## config.mk

```make
export PLATFORM = sky130hd
export DESIGN_NAME = xfer_sched
export DESIGN_NICKNAME = d
export VERILOG_FILES = /design/src/rtl/xfer_sched_pkg.sv /design/src/rtl/xfer_sched_dly.sv /design/src/rtl/xfer_sched.sv
export SDC_FILE = /design/constraint.sdc
export NUM_CORES = 1
export LEC_CHECK = 0
export BUFFER_PORTS_ARGS = -buffer_cell sky130_fd_sc_hd__buf_2
export CORE_MARGIN = 2
export CORE_UTILIZATION = 27
export CTS_BUF_LIST = sky130_fd_sc_hd__clkbuf_4 sky130_fd_sc_hd__clkbuf_8
export DETAILED_ROUTE_END_ITERATION = 6
export PLACE_DENSITY = 0.46
export SLEW_MARGIN = 5
export SYNTH_ARGS = -nofsm -noshare
export SYNTH_HDL_FRONTEND = slang
export SYNTH_HIERARCHICAL = 1
export SYNTH_SLANG_ARGS = --single-unit
```

## constraint.sdc

```tcl
create_clock -name clk -period 8.16 [get_ports clk]
set_clock_uncertainty 0.15 [all_clocks]
set_input_delay 1.224 -clock clk [delete_from_list [all_inputs] [get_ports clk]]
set_output_delay 1.224 -clock clk [all_outputs]
set_load 0.05 [all_outputs]
```

## src/rtl/xfer_sched_pkg.sv

```systemverilog
// Shared types and constants for the xfer_sched bus/RAM transfer scheduler.
package xfer_sched_pkg;

  typedef enum logic [1:0] {IDLE, RUN, DRAIN, TURN} fsm_t;
  typedef enum logic {CAP, PLY} chan_t;

  localparam int unsigned LAT_MAX  = 4;
  localparam int unsigned TURN_MAX = 7;
  // One down-counter serves both the drain and turnaround phases
  localparam int unsigned CNT_W    = $clog2((LAT_MAX > TURN_MAX ? LAT_MAX : TURN_MAX) + 1);
  localparam int unsigned STAT_W   = 16;

endpackage

```

## src/rtl/xfer_sched_dly.sv

```systemverilog
// Shift delay of a {strobe, address} pair with synchronous clear.
module xfer_sched_dly
  import xfer_sched_pkg::*;
#(
  parameter int unsigned DEPTH = 2,
  parameter int unsigned W     = 10
) (
  input  logic         clk,
  input  logic         clr,
  input  logic         in_stb,
  input  logic [W-1:0] in_addr,
  output logic         out_stb,
  output logic [W-1:0] out_addr
);

  logic [DEPTH-1:0]        stb_q, stb_d;
  logic [DEPTH-1:0][W-1:0] addr_q, addr_d;

  always_comb begin
    stb_d     = stb_q;
    addr_d    = addr_q;
    stb_d[0]  = in_stb;
    addr_d[0] = in_addr;
    for (int i = 1; i < DEPTH; i++) begin
      stb_d[i]  = stb_q[i-1];
      addr_d[i] = addr_q[i-1];
    end
  end

  always_ff @(posedge clk) begin
    if (clr) begin
      stb_q  <= '0;
      addr_q <= '0;
    end else begin
      stb_q  <= stb_d;
      addr_q <= addr_d;
    end
  end

  assign out_stb  = stb_q[DEPTH-1];
  assign out_addr = addr_q[DEPTH-1];

endmodule

```

## src/rtl/xfer_sched.sv

```systemverilog
// Round-robin capture/playback transfer scheduler with latency-compensated strobes.
// Optional completed-transfer counters are built when XFER_SCHED_STAT_EN is defined.
module xfer_sched
  import xfer_sched_pkg::*;
#(
  parameter int unsigned ADDR_W   = 10,
  parameter int unsigned WR_LAT   = 2,
  parameter int unsigned RD_LAT   = 2,
  parameter int unsigned TURN_CYC = 1
) (
  input  logic              clk,
  input  logic              rst_n,
  input  logic              cap_req,
  input  logic [ADDR_W-1:0] cap_base,
  input  logic [ADDR_W:0]   cap_len,
  output logic              cap_ack,
  output logic              cap_done,
  input  logic              ply_req,
  input  logic [ADDR_W-1:0] ply_base,
  input  logic [ADDR_W:0]   ply_len,
  output logic              ply_ack,
  output logic              ply_done,
  output logic [ADDR_W-1:0] ram_wraddr,
  output logic              ram_wren,
  output logic [ADDR_W-1:0] ram_rdaddr,
  output logic [ADDR_W-1:0] bus_addr,
  output logic              bus_oe,
  output logic              busy,
  output logic [STAT_W-1:0] cap_cnt,
  output logic [STAT_W-1:0] ply_cnt
);

  localparam int unsigned     LEN_W   = ADDR_W + 1;
  localparam int unsigned     TURN_M1 = (TURN_CYC == 0) ? 0 : TURN_CYC - 1;
  localparam logic [LEN_W-1:0] LEN_MAX = {1'b1, {ADDR_W{1'b0}}};

  function automatic logic [LEN_W-1:0] sat_len(input logic [LEN_W-1:0] l);
    return (l > LEN_MAX) ? LEN_MAX : l;
  endfunction

  function automatic logic [CNT_W-1:0] lat_of(input chan_t c);
    return (c == CAP) ? CNT_W'(WR_LAT) : CNT_W'(RD_LAT);
  endfunction

  fsm_t              state_q, state_d;
  chan_t             chan_q, chan_d, last_q, last_d, pick;
  logic [ADDR_W-1:0] addr_q, addr_d, g_base, iss_addr;
  logic [LEN_W-1:0]  rem_q, rem_d, g_len;
  logic [CNT_W-1:0]  cnt_q, cnt_d;
  logic              iss_stb, cap_iss, ply_iss;
  logic              cap_ack_q, cap_ack_d, ply_ack_q, ply_ack_d;
  logic              cap_done_q, cap_done_d, ply_done_q, ply_done_d;
  logic              ram_wren_q, ram_wren_d, bus_oe_q, bus_oe_d, busy_q, busy_d;
  logic [ADDR_W-1:0] ram_wraddr_q, ram_wraddr_d, ram_rdaddr_q, ram_rdaddr_d;
  logic [ADDR_W-1:0] bus_addr_q, bus_addr_d, wr_addr, rd_addr;
  logic              wr_stb, rd_stb, dly_clr;

  // Round-robin pick: on a tie the channel not granted last wins
  always_comb begin
    if (cap_req && ply_req) pick = (last_q == PLY) ? CAP : PLY;
    else if (cap_req)       pick = CAP;
    else                    pick = PLY;
    g_base = (pick == CAP) ? cap_base : ply_base;
    g_len  = sat_len((pick == CAP) ? cap_len : ply_len);
  end

  always_comb begin
    state_d    = state_q;
    chan_d     = chan_q;
    last_d     = last_q;
    addr_d     = addr_q;
    rem_d      = rem_q;
    cnt_d      = cnt_q;
    cap_ack_d  = 1'b0;
    ply_ack_d  = 1'b0;
    cap_done_d = 1'b0;
    ply_done_d = 1'b0;
    iss_stb    = 1'b0;
    iss_addr   = addr_q;
    unique case (state_q)
      IDLE: begin
        if (cap_req || ply_req) begin
          chan_d    = pick;
          last_d    = pick;
          cap_ack_d = (pick == CAP);
          ply_ack_d = (pick == PLY);
          if (g_len == '0) begin
            state_d = DRAIN;
            cnt_d   = lat_of(pick);
          end else begin
            state_d  = RUN;
            iss_stb  = 1'b1;
            iss_addr = g_base;
            addr_d   = g_base + ADDR_W'(1);
            rem_d    = g_len - LEN_W'(1);
          end
        end
      end
      RUN: begin
        if (rem_q != '0) begin
          iss_stb = 1'b1;
          addr_d  = addr_q + ADDR_W'(1);
          rem_d   = rem_q - LEN_W'(1);
        end else begin
          state_d = DRAIN;
          cnt_d   = lat_of(chan_q);
        end
      end
      DRAIN: begin
        // Done is registered so it lands on the cycle after the last delayed strobe
        if (cnt_q == '0) begin
          if (TURN_CYC == 0) begin
            state_d = IDLE;
          end else begin
            state_d = TURN;
            cnt_d   = CNT_W'(TURN_M1);
          end
        end else begin
          cnt_d = cnt_q - CNT_W'(1);
          if (cnt_q == CNT_W'(1)) begin
            cap_done_d = (chan_q == CAP);
            ply_done_d = (chan_q == PLY);
          end
        end
      end
      TURN: begin
        if (cnt_q == '0) state_d = IDLE;
        else             cnt_d   = cnt_q - CNT_W'(1);
      end
      default: state_d = IDLE;
    endcase
  end

  assign cap_iss = iss_stb && (chan_d == CAP);
  assign ply_iss = iss_stb && (chan_d == PLY);
  assign dly_clr = ~rst_n;

  xfer_sched_dly #(.DEPTH(WR_LAT), .W(ADDR_W)) u_wr_dly (
    .clk(clk), .clr(dly_clr), .in_stb(cap_iss), .in_addr(iss_addr),
    .out_stb(wr_stb), .out_addr(wr_addr)
  );

  xfer_sched_dly #(.DEPTH(RD_LAT), .W(ADDR_W)) u_rd_dly (
    .clk(clk), .clr(dly_clr), .in_stb(ply_iss), .in_addr(iss_addr),
    .out_stb(rd_stb), .out_addr(rd_addr)
  );

  // Addresses hold when their strobe is idle
  always_comb begin
    ram_wren_d   = wr_stb;
    ram_wraddr_d = wr_stb ? wr_addr : ram_wraddr_q;
    ram_rdaddr_d = ply_iss ? iss_addr : ram_rdaddr_q;
    bus_oe_d     = rd_stb;
    bus_addr_d   = cap_iss ? iss_addr : (rd_stb ? rd_addr : bus_addr_q);
    busy_d       = (state_d != IDLE);
  end

  always_ff @(posedge clk) begin
    if (!rst_n) begin
      state_q      <= IDLE;
      chan_q       <= CAP;
      last_q       <= PLY;
      addr_q       <= '0;
      rem_q        <= '0;
      cnt_q        <= '0;
      cap_ack_q    <= 1'b0;
      ply_ack_q    <= 1'b0;
      cap_done_q   <= 1'b0;
      ply_done_q   <= 1'b0;
      ram_wren_q   <= 1'b0;
      ram_wraddr_q <= '0;
      ram_rdaddr_q <= '0;
      bus_oe_q     <= 1'b0;
      bus_addr_q   <= '0;
      busy_q       <= 1'b0;
    end else begin
      state_q      <= state_d;
      chan_q       <= chan_d;
      last_q       <= last_d;
      addr_q       <= addr_d;
      rem_q        <= rem_d;
      cnt_q        <= cnt_d;
      cap_ack_q    <= cap_ack_d;
      ply_ack_q    <= ply_ack_d;
      cap_done_q   <= cap_done_d;
      ply_done_q   <= ply_done_d;
      ram_wren_q   <= ram_wren_d;
      ram_wraddr_q <= ram_wraddr_d;
      ram_rdaddr_q <= ram_rdaddr_d;
      bus_oe_q     <= bus_oe_d;
      bus_addr_q   <= bus_addr_d;
      busy_q       <= busy_d;
    end
  end

  assign cap_ack    = cap_ack_q;
  assign ply_ack    = ply_ack_q;
  assign cap_done   = cap_done_q;
  assign ply_done   = ply_done_q;
  assign ram_wren   = ram_wren_q;
  assign ram_wraddr = ram_wraddr_q;
  assign ram_rdaddr = ram_rdaddr_q;
  assign bus_oe     = bus_oe_q;
  assign bus_addr   = bus_addr_q;
  assign busy       = busy_q;

`ifdef XFER_SCHED_STAT_EN
  logic [STAT_W-1:0] cap_cnt_q, cap_cnt_d, ply_cnt_q, ply_cnt_d;

  always_comb begin
    cap_cnt_d = cap_cnt_q + STAT_W'(cap_done_d);
    ply_cnt_d = ply_cnt_q + STAT_W'(ply_done_d);
  end

  always_ff @(posedge clk) begin
    if (!rst_n) begin
      cap_cnt_q <= '0;
      ply_cnt_q <= '0;
    end else begin
      cap_cnt_q <= cap_cnt_d;
      ply_cnt_q <= ply_cnt_d;
    end
  end

  assign cap_cnt = cap_cnt_q;
  assign ply_cnt = ply_cnt_q;
`else
  assign cap_cnt = '0;
  assign ply_cnt = '0;
`endif

endmodule
```

==> qor.yml, run 1 <==
sta:
  tightest_slew_ns: 0.983
  hold_violations: 0
  setup_viol: 0
  rsz0062_at_grt: "no"
  post-route-period-util: 0.508
  fin_tns_setup_ns: 0
  layout_min_cycle_time_ns: 4.14
  slew_headroom: 0.343
  slew_violations: 0
  max_freq_mhz: 241
power:
  vdd_drop_max_uv: 131
  p_per_area_nw_per_um2: 341
  leakage_nw: 2.51
  p_total_mw: 2.16
clocking:
  cts_buffers: 9
  htreeDepth: 3
  tritoncts: "yes"
  clock_latency_ns: 0.39
  clkSlewWorstSetupHoldPaths_ns: 0.11
  postCtsHoldBufs: 0
  cts_root_buffer: "clkbuf_8"
  cts_resized: 0
  cts_setup_buffers: 0
  cts_buffer_depth: 2
  clock-sinks: 109
critical_path:
  arrival_ns: 4.28
  end_kind: "flop"
  startpoint_type: "input pin"
  criticalPathCategory: "in -> reg"
  required_ns: 8.30
  cp_max_fo: 17
synthesis:
  synthMostInstantiatedCell: "dfxtp_1"
  synthesis.instances: 633
  yosysTopAreaCell: "dfxtp_1"
  synthTopCellsByArea: "dfxtp_1 (38%), mux2i_1 (6.3%), buf_4 (5.4%)"
  syn_area_per_cell_um2: 9.06
  seq_area_frac_synth: 0.380
  ys_ff_latch: 109
  yosys_warnings: 6
  yosys_most_used_dff: "dfxtp_1"
  synth_edf_count: 0
  netlist_area_um2: 5740
  synth_top_area_share: 0.380
  synth_cell_types: 81
  async_flop_share: 0
  synth_common_cells: "dfxtp_1 (109), nor2_1 (66), nand2_1 (55), buf_4 (41), mux2i_1 (36)"
placement:
  port_buffers: 82
  place.gp.congestion: 0.864
  dp_hpwl_mm: 11.1
floorplan:
  ioPinCount: 115
  fp.coreArea_um2: 21000
  dieWidth_um: 150
  die_y_um: 150
  placementRows: 53
  die_area_um2: 22400
  start_util: 0.274
route:
  wl_mm: 15.5
  dr.pass1.iters: 4
  drc: 0
  postRouteAntennaNets: 0
  first_iter_violations: 276
  wl_per_cell_um: 16.0
  dr_total_vias: 4519
  vias_per_cell: 4.66
grt:
  grt_max_degree: 75
  grt_pass1_vias: 4235
  antenna_found_initial: 0
  grt_pass1_wl_mm: 24.2
  grt_overflow: 0
  track_usage: 0.141
final_layout:
  diodes: 0
  multiInputGateArea_um2: 3130
  drive_above_1_share: 0.259
  layout.nets: 740
  postLayoutCoreUtil: 0.302
  nFillCells: 2311
  area_delta_synth_final_pct: 10.5
  seqCellArea_um2: 2180
status:
  status: "finished clean"
worst_hold_path:
  hold_path.class: "reg -> reg"
flow_run:
  drv_cap: 0
==> sequential cells by signal, summed over array words and instances (netlist names), 2 cells and up <==
signal,flops
ram_wraddr,10
u_rd_dly/addr_d,10
u_rd_dly/stb_q,2
u_wr_dly/out_addr,10
rem_q,11
bus_addr,10
cnt_q,3
ram_rdaddr,10
addr_q,10
u_wr_dly/addr_d,10
u_wr_dly/stb_q,2
state_q,2
u_rd_dly/out_addr,10
==> metal layers <==
| metal | GRT usage | wire length (um) | vias up |
|---|---|---|---|
| li1 | - | - | 2279 |
| met1 | 0.204 | 7660 | 2091 |
| met2 | 0.214 | 6760 | 131 |
| met3 | 0.0232 | 877 | 18 |
| met4 | 0.0434 | 241 | 0 |
| met5 | 0 | 0 | - |
==> kinds of logic after synthesis <==
| group | after synthesis | share of synthesized area |
|---|---|---|
| AO/OA/AOI/OAI | 136 | 0.179 |
| XOR/XNOR | 4 | 0.00611 |
| adder cells (fa/ha/maj) | 5 | 0.0109 |
| buffers and inverters | 81 | 0.0936 |
| flip-flops | 109 | 0.380 |
| multiplexers | 48 | 0.0916 |
| other | 1 | 0.000654 |
| AND/OR/NAND/NOR | 249 | 0.238 |
==> final cells by class <==
cell class,count,area share
inverter,10,0.00612
tap,275,0.0543
timing repair buffer,85,0.0683
sequential,109,0.344
multi-input combinational,474,0.494
clock buffer,9,0.0195
clock inverter,7,0.0130
==> worst max-delay path, cell delays in order <==
cell	delay, ns
buf_2	0.14
nand2b_1	0.54
and3_4	0.34
or2_1	0.39
nand2_4	0.12
a22oi_1	0.18
ha_1	0.25
o21a_1	0.19
o31a_1	0.16
a31o_1	0.18
nand2_1	0.08
or3_1	0.34
o2111a_1	0.14
==> cell usage in the layout, fill, tap and decap left out, types with 4 or more instances in the layout <==
cell type and n:
and3_1 5, and2_1 5, nor2_1 66, mux2_2 6
a31oi_1 11, inv_1 8, mux2i_1 36, o21ai_1 8
o21a_1 5, nor3_1 13, nand3_1 19, mux2_4 5
o211ai_1 9, nand4_1 7, or3_1 5, and2b_1 4
clkbuf_8 9, a211oi_1 17, nor4_1 4, a21oi_1 21
a211oi_2 5, ha_1 5, nor2b_1 13, conb_1 32
nor2b_2 30, dfxtp_1 109, buf_2 82, nand2_1 55
o21ai_0 17
==> through the flow <==
| stage | hold WS, ns | setup slack, ns | std cells | area [um^2] |
|---|---|---|---|---|
| floorplan | 0.261 | 4.57 | 664 | 5850 |
| detailed placement | 0.268 | 3.67 | 953 | 6130 |
| CTS | 0.291 | 4.08 | 969 | 6340 |
| finish | 0.289 | 4.02 | 969 | 6340 |
| global placement | 0.263 | 3.73 | 953 | 6130 |
| global route | 0.312 | 3.77 | 969 | 6340 |
==> power by group <==
part           internal [mW]  switching, mW
clock network          0.125          0.221
logic                  0.359          0.682
registers              0.670          0.104
==> worst paths after layout <==
path | startpoint | endpoint | slack (ns) | cells after the start
worst min register to register | u_rd_dly/stb_q[0]$_SDFF_PP0_ | u_rd_dly/stb_q[1]$_SDFF_PP0_ | 0.29 | 1
worst max-delay path | ply_req | rem_q[6]$_SDFFE_PN0P_ | 4.02 | 13
worst max register to register | last_q$_SDFFE_PN1P_ | rem_q[6]$_SDFFE_PN0P_ | 4.53 | 12
worst min-delay path | u_rd_dly/stb_q[0]$_SDFF_PP0_ | u_rd_dly/stb_q[1]$_SDFF_PP0_ | 0.29 | 1
Power figures use the tool's default switching activity.
==> run 2, diff against run 1 <==
Clock period 8.16 ns to 4 ns, I/O delays scaled along.
==> qor.yml, run 2 (same netlist as run 1, synthesis figures left out) <==
status:
  status: "finished clean"
critical_path:
  rr_startpoint: "state_q[1]$_SDFF_PN0_"
  crit_path_start: "state_q[1]$_SDFF_PN0_"
  r2r_end: "rem_q[6]$_SDFFE_PN0P_"
  end_kind: "flop"
  rrSetupSlack_ns: 0.81
  cp_max_fo: 20
  critical-path-max-stage-delay_ns: 0.62
  slowest_stage: "dfxtp_1"
  r2r_cells: 10
  startpoint_type: "flop"
  required_ns: 4.17
  crit_chain: "nand2b_2 > a31oi_1 > inv_1 > ha_1 > o21a_1 > o31a_1 > a31o_1 > nand2_1 > or3_1 > o2111a_1"
  criticalPathCategory: "reg -> reg"
  crit_end: "rem_q[6]$_SDFFE_PN0P_"
  arrival_ns: 3.35
sta:
  post-route-period-util: 0.796
  fin_tns_setup_ns: 0
  hold_violations: 0
  rsz0062_at_grt: "no"
  slew_headroom: 0.406
  finalWorstSetupSlack_ns: 0.815
  setup_viol: 0
  layout_min_cycle_time_ns: 3.19
  slew_violations: 0
  tightest_slew_ns: 0.890
  max_freq_mhz: 314
  timing.hold.ws_ns: 0.295
power:
  p_per_area_nw_per_um2: 695
  vdd_drop_max_uv: 290
  leakage_nw: 2.56
  p_total_mw: 4.46
clocking:
  cts_buffer_depth: 2
  clkSlewWorstSetupHoldPaths_ns: 0.13
  htreeDepth: 3
  clock-sinks: 109
  clock_latency_ns: 0.41
  cts_root_buffer: "clkbuf_8"
  cts_buffers: 9
  cts_resized: 0
  tritoncts: "yes"
  postCtsHoldBufs: 0
  cts_setup_buffers: 0
placement:
  dp_hpwl_mm: 11.7
  port_buffers: 82
  place.gp.congestion: 0.853
  detailedPlace.worstSlack_ns: 0.494
floorplan:
  start_util: 0.274
  dieWidth_um: 150
  die_y_um: 150
  die_area_um2: 22400
  placementRows: 53
  fp.coreArea_um2: 21000
  ioPinCount: 115
final_layout:
  drive_above_1_share: 0.271
  postLayoutCoreUtil: 0.307
  diodes: 0
  layout_common_cells: "dfxtp_1 (109), buf_2 (82), nor2_1 (66)"
  area_delta_synth_final_pct: 12.0
  layout.nets: 751
  largest_register_ffs: 11
  layout_commonest_cell: "dfxtp_1"
  regMostFlops: "rem_q"
grt:
  grt_max_degree: 70
  grt_pass1_vias: 4306
  grt_pass1_wl_mm: 24.7
  grt_overflow: 0
  antenna_found_initial: 0
  track_usage: 0.145
route:
  vias_per_cell: 4.73
  dr.pass1.iters: 7
  wl_mm: 16.1
  dr_total_vias: 4635
  wl_per_cell_um: 16.4
  drc: 0
  first_iter_violations: 317
  postRouteAntennaNets: 0
worst_hold_path:
  hold_path.class: "reg -> reg"
flow_run:
  drv_cap: 0
## run 2: cell types whose count changed in the layout (fill, tap and decap cells not counted), sizes merged
cell,previous run,this run
buf,85,96
clkinv,2,4
clkinvlp,1,0
inv,14,13
## run 2: cell type report
cell class,instances,area [um^2]
clock inverters,7,86.3
well taps,275,344
repair buffers,96,515
multi-input cells,474,3130
fillers,2352,14500
inverters,10,38.8
clock buffers,9,124
flip-flops and latches,109,2180
## run 2: power breakdown
| group | switching [mW] | internal, mW |
|---|---|---|
| sequential | 0.215 | 1.37 |
| combinational | 1.40 | 0.765 |
| clock | 0.462 | 0.256 |
| total | 2.08 | 2.39 |
## run 2: how the worst min path moves through the flow
stage,from,to,cells past startpoint
floorplan,u_rd_dly/addr_d[19]$_SDFF_PP0_,u_rd_dly/out_addr[9]$_SDFF_PP0_,1
global placement,u_wr_dly/addr_d[19]$_SDFF_PP0_,u_wr_dly/out_addr[9]$_SDFF_PP0_,1
detailed placement,u_wr_dly/addr_d[14]$_SDFF_PP0_,u_wr_dly/out_addr[4]$_SDFF_PP0_,1
CTS,u_rd_dly/addr_d[15]$_SDFF_PP0_,u_rd_dly/out_addr[5]$_SDFF_PP0_,1
global route,u_rd_dly/addr_d[10]$_SDFF_PP0_,u_rd_dly/out_addr[0]$_SDFF_PP0_,1
finish,u_rd_dly/addr_d[17]$_SDFF_PP0_,u_rd_dly/out_addr[7]$_SDFF_PP0_,1
## run 2: worst max-delay path: cells and delay by family (launching register included)
kind                       cells  cell delay (ns)
AOI/OAI and AO/OA              5             0.97
adders and majority gates      1             0.23
buffers and inverters          1             0.17
DFF                            1             0.62
and+or+nand+nor                3             0.96
## run 2: per-layer routing
metal	up-vias	part of all wire	track usage
met2	141	0.45	0.232
li1	2298	-	-
met1	2185	0.48	0.198
met4	0	0.0088	0.0302
met5	-	0	0
met3	11	0.054	0.0366
## run 2: stage by stage
step	instance area, um^2	std cells
after CTS	6420	980
after detailed placement	6210	964
after global routing	6420	980
after global placement	6210	964
after floorplan	5850	664
final	6420	980
==> run 3, diff against run 2 <==
Settings changed: PLACE_DENSITY 0.46 to 0.48.
Clock period 4 ns to 2.66 ns, I/O delays scaled along.
==> qor.yml, run 3 (same netlist as run 1, synthesis figures left out) <==
status:
  status: "finished with violations"
  violations: "negative setup slack"
grt:
  antenna_found_initial: 0
  grt_pass1_vias: 4513
  grt_max_degree: 76
  grt_pass1_wl_mm: 24.9
  track_usage: 0.144
  grt_overflow: 0
final_layout:
  diodes: 0
  area_delta_synth_final_pct: 21.6
  layout_commonest_cell: "dfxtp_1"
  postLayoutCoreUtil: 0.333
  largest_register_ffs: 11
  fin_cells: 1037
  drive_above_1_share: 0.353
  regMostFlops: "rem_q"
  stdcell_area_um2: 6980
  layout.nets: 808
  layout_common_cells: "dfxtp_1 (108), buf_2 (82), buf_4 (67)"
clocking:
  clock-sinks: 109
  cts_buffers: 9
  clkSlewWorstSetupHoldPaths_ns: 0.12
  htreeDepth: 3
  tritoncts: "yes"
  cts_buffer_depth: 2
  cts_root_buffer: "clkbuf_8"
  clock_latency_ns: 0.39
route:
  vias_per_cell: 4.62
  route.met2.wl_mm: 7.33
  met1_length_mm: 7.64
  first_iter_violations: 231
  wl_per_cell_um: 15.4
  route.top_layer_used: "met4"
  drc: 0
  dr_wl_met3_um: 769
  dr_total_vias: 4793
  postRouteAntennaNets: 0
  wl_mm: 16.0
  dr.pass1.iters: 5
critical_path:
  rr_startpoint: "last_q$_SDFFE_PN1P_"
  crit_path_start: "last_q$_SDFFE_PN1P_"
  criticalPathCategory: "reg -> reg"
  startpoint_type: "flop"
  r2r_end: "rem_q[6]$_SDFFE_PN0P_"
  crit_chain: "buf_6 > and2b_4 > nor2_4 > nand2_1 > a21oi_1 > a22oi_2 > ha_2 > o21a_1 > o31a_1 > a31o_4 > nand2_2 > or3_1 > o2111a_1"
  r2r_cells: 13
  slowest_stage: "dfxtp_2"
  rrSetupSlack_ns: -0.03
  crit_end: "rem_q[6]$_SDFFE_PN0P_"
  cp_max_fo: 5
  end_kind: "flop"
  required_ns: 2.81
  critical-path-max-stage-delay_ns: 0.35
  arrival_ns: 2.84
worst_hold_path:
  hold_path.class: "reg -> reg"
floorplan:
  dieWidth_um: 150
  die_y_um: 150
  die_area_um2: 22400
  fp.coreArea_um2: 21000
  placementRows: 53
  ioPinCount: 115
  start_util: 0.274
power:
  vdd_drop_max_uv: 254
  leakage_nw: 2.87
  p_per_area_nw_per_um2: 1010
  p_total_mw: 7.07
sta:
  max_freq_mhz: 371
  setup_viol: 1
  hold_violations: 0
  layout_min_cycle_time_ns: 2.69
  tightest_slew_ns: 0.687
  slew_headroom: 0.542
  timing.hold.ws_ns: 0.290
  finalWorstSetupSlack_ns: -0.0342
  rsz0062_at_grt: "yes"
  post-route-period-util: 1.01
  slew_violations: 0
flow_run:
  drv_cap: 0
placement:
  dpl_cell_area_um2: 6630
  port_buffers: 82
  dp.cells: 1016
  dp_hpwl_mm: 12.1
  place.gp.congestion: 0.862
[run 3: how the worst min path moves through the flow]
stage	start	to	slack, ns	cells past startpoint
6_report	u_rd_dly/addr_d[14]$_SDFF_PP0_	u_rd_dly/out_addr[4]$_SDFF_PP0_	0.29	1
3_5_place_dp	u_rd_dly/addr_d[13]$_SDFF_PP0_	u_rd_dly/out_addr[3]$_SDFF_PP0_	0.27	1
3_3_place_gp	u_wr_dly/addr_d[19]$_SDFF_PP0_	u_wr_dly/out_addr[9]$_SDFF_PP0_	0.26	1
2_1_floorplan	u_rd_dly/addr_d[19]$_SDFF_PP0_	u_rd_dly/out_addr[9]$_SDFF_PP0_	0.26	1
4_1_cts	u_rd_dly/addr_d[14]$_SDFF_PP0_	u_rd_dly/out_addr[4]$_SDFF_PP0_	0.30	1
5_1_grt	u_rd_dly/stb_q[0]$_SDFF_PP0_	u_rd_dly/stb_q[1]$_SDFF_PP0_	0.31	1
[run 3: metal layers]
| layer | up-vias | global-route usage |
|---|---|---|
| li1 | 2414 | - |
| met1 | 2231 | 0.197 |
| met2 | 134 | 0.227 |
| met3 | 14 | 0.0271 |
| met4 | 0 | 0.0500 |
| met5 | - | 0 |
[run 3: area by class of cell]
cell class,count,area (um^2)
clock inverter,6,66.3
sequential,109,2180
clock buffer,10,131
tap,275,344
inverter,10,38.8
fill,2276,14000
timing repair buffer,153,967
multi-input combinational,474,3250
[run 3: worst max-delay path, delay by kind of cell, from the launching register on]
| kind | cells | cell delay, ns |
|---|---|---|
| AND/OR/NAND/NOR | 5 | 0.84 |
| AO/OA/AOI/OAI | 6 | 0.96 |
| flip-flops | 1 | 0.35 |
| buffers and inverters | 1 | 0.11 |
| adder cells (fa/ha/maj) | 1 | 0.20 |
[run 3: repair_timing]
action / in CTS / in global routing
pin swaps: 3 / 14
resized for setup: 4 / 24
setup endpoints to repair: 5 / 16
hold buffers: 0 / 0
setup buffers: 0 / 5
[run 3: power by group]
part	internal, mW	leakage, nW	total [mW]	switching [mW]
Clock	0.383	0.0990	1.02	0.636
Combinational	1.46	1.87	3.70	2.24
Sequential	2.05	0.894	2.35	0.293
Total	3.90	2.87	7.07	3.17
[run 3: per-stage QoR]
step           TNS [ns]  worst slack, ns
6_report        -0.0342          -0.0342
3_3_place_gp     -0.443           -0.114
2_1_floorplan   -0.0101          -0.0101
3_5_place_dp     -0.697           -0.195
5_1_grt          -0.399           -0.141
4_1_cts         -0.0444          -0.0444
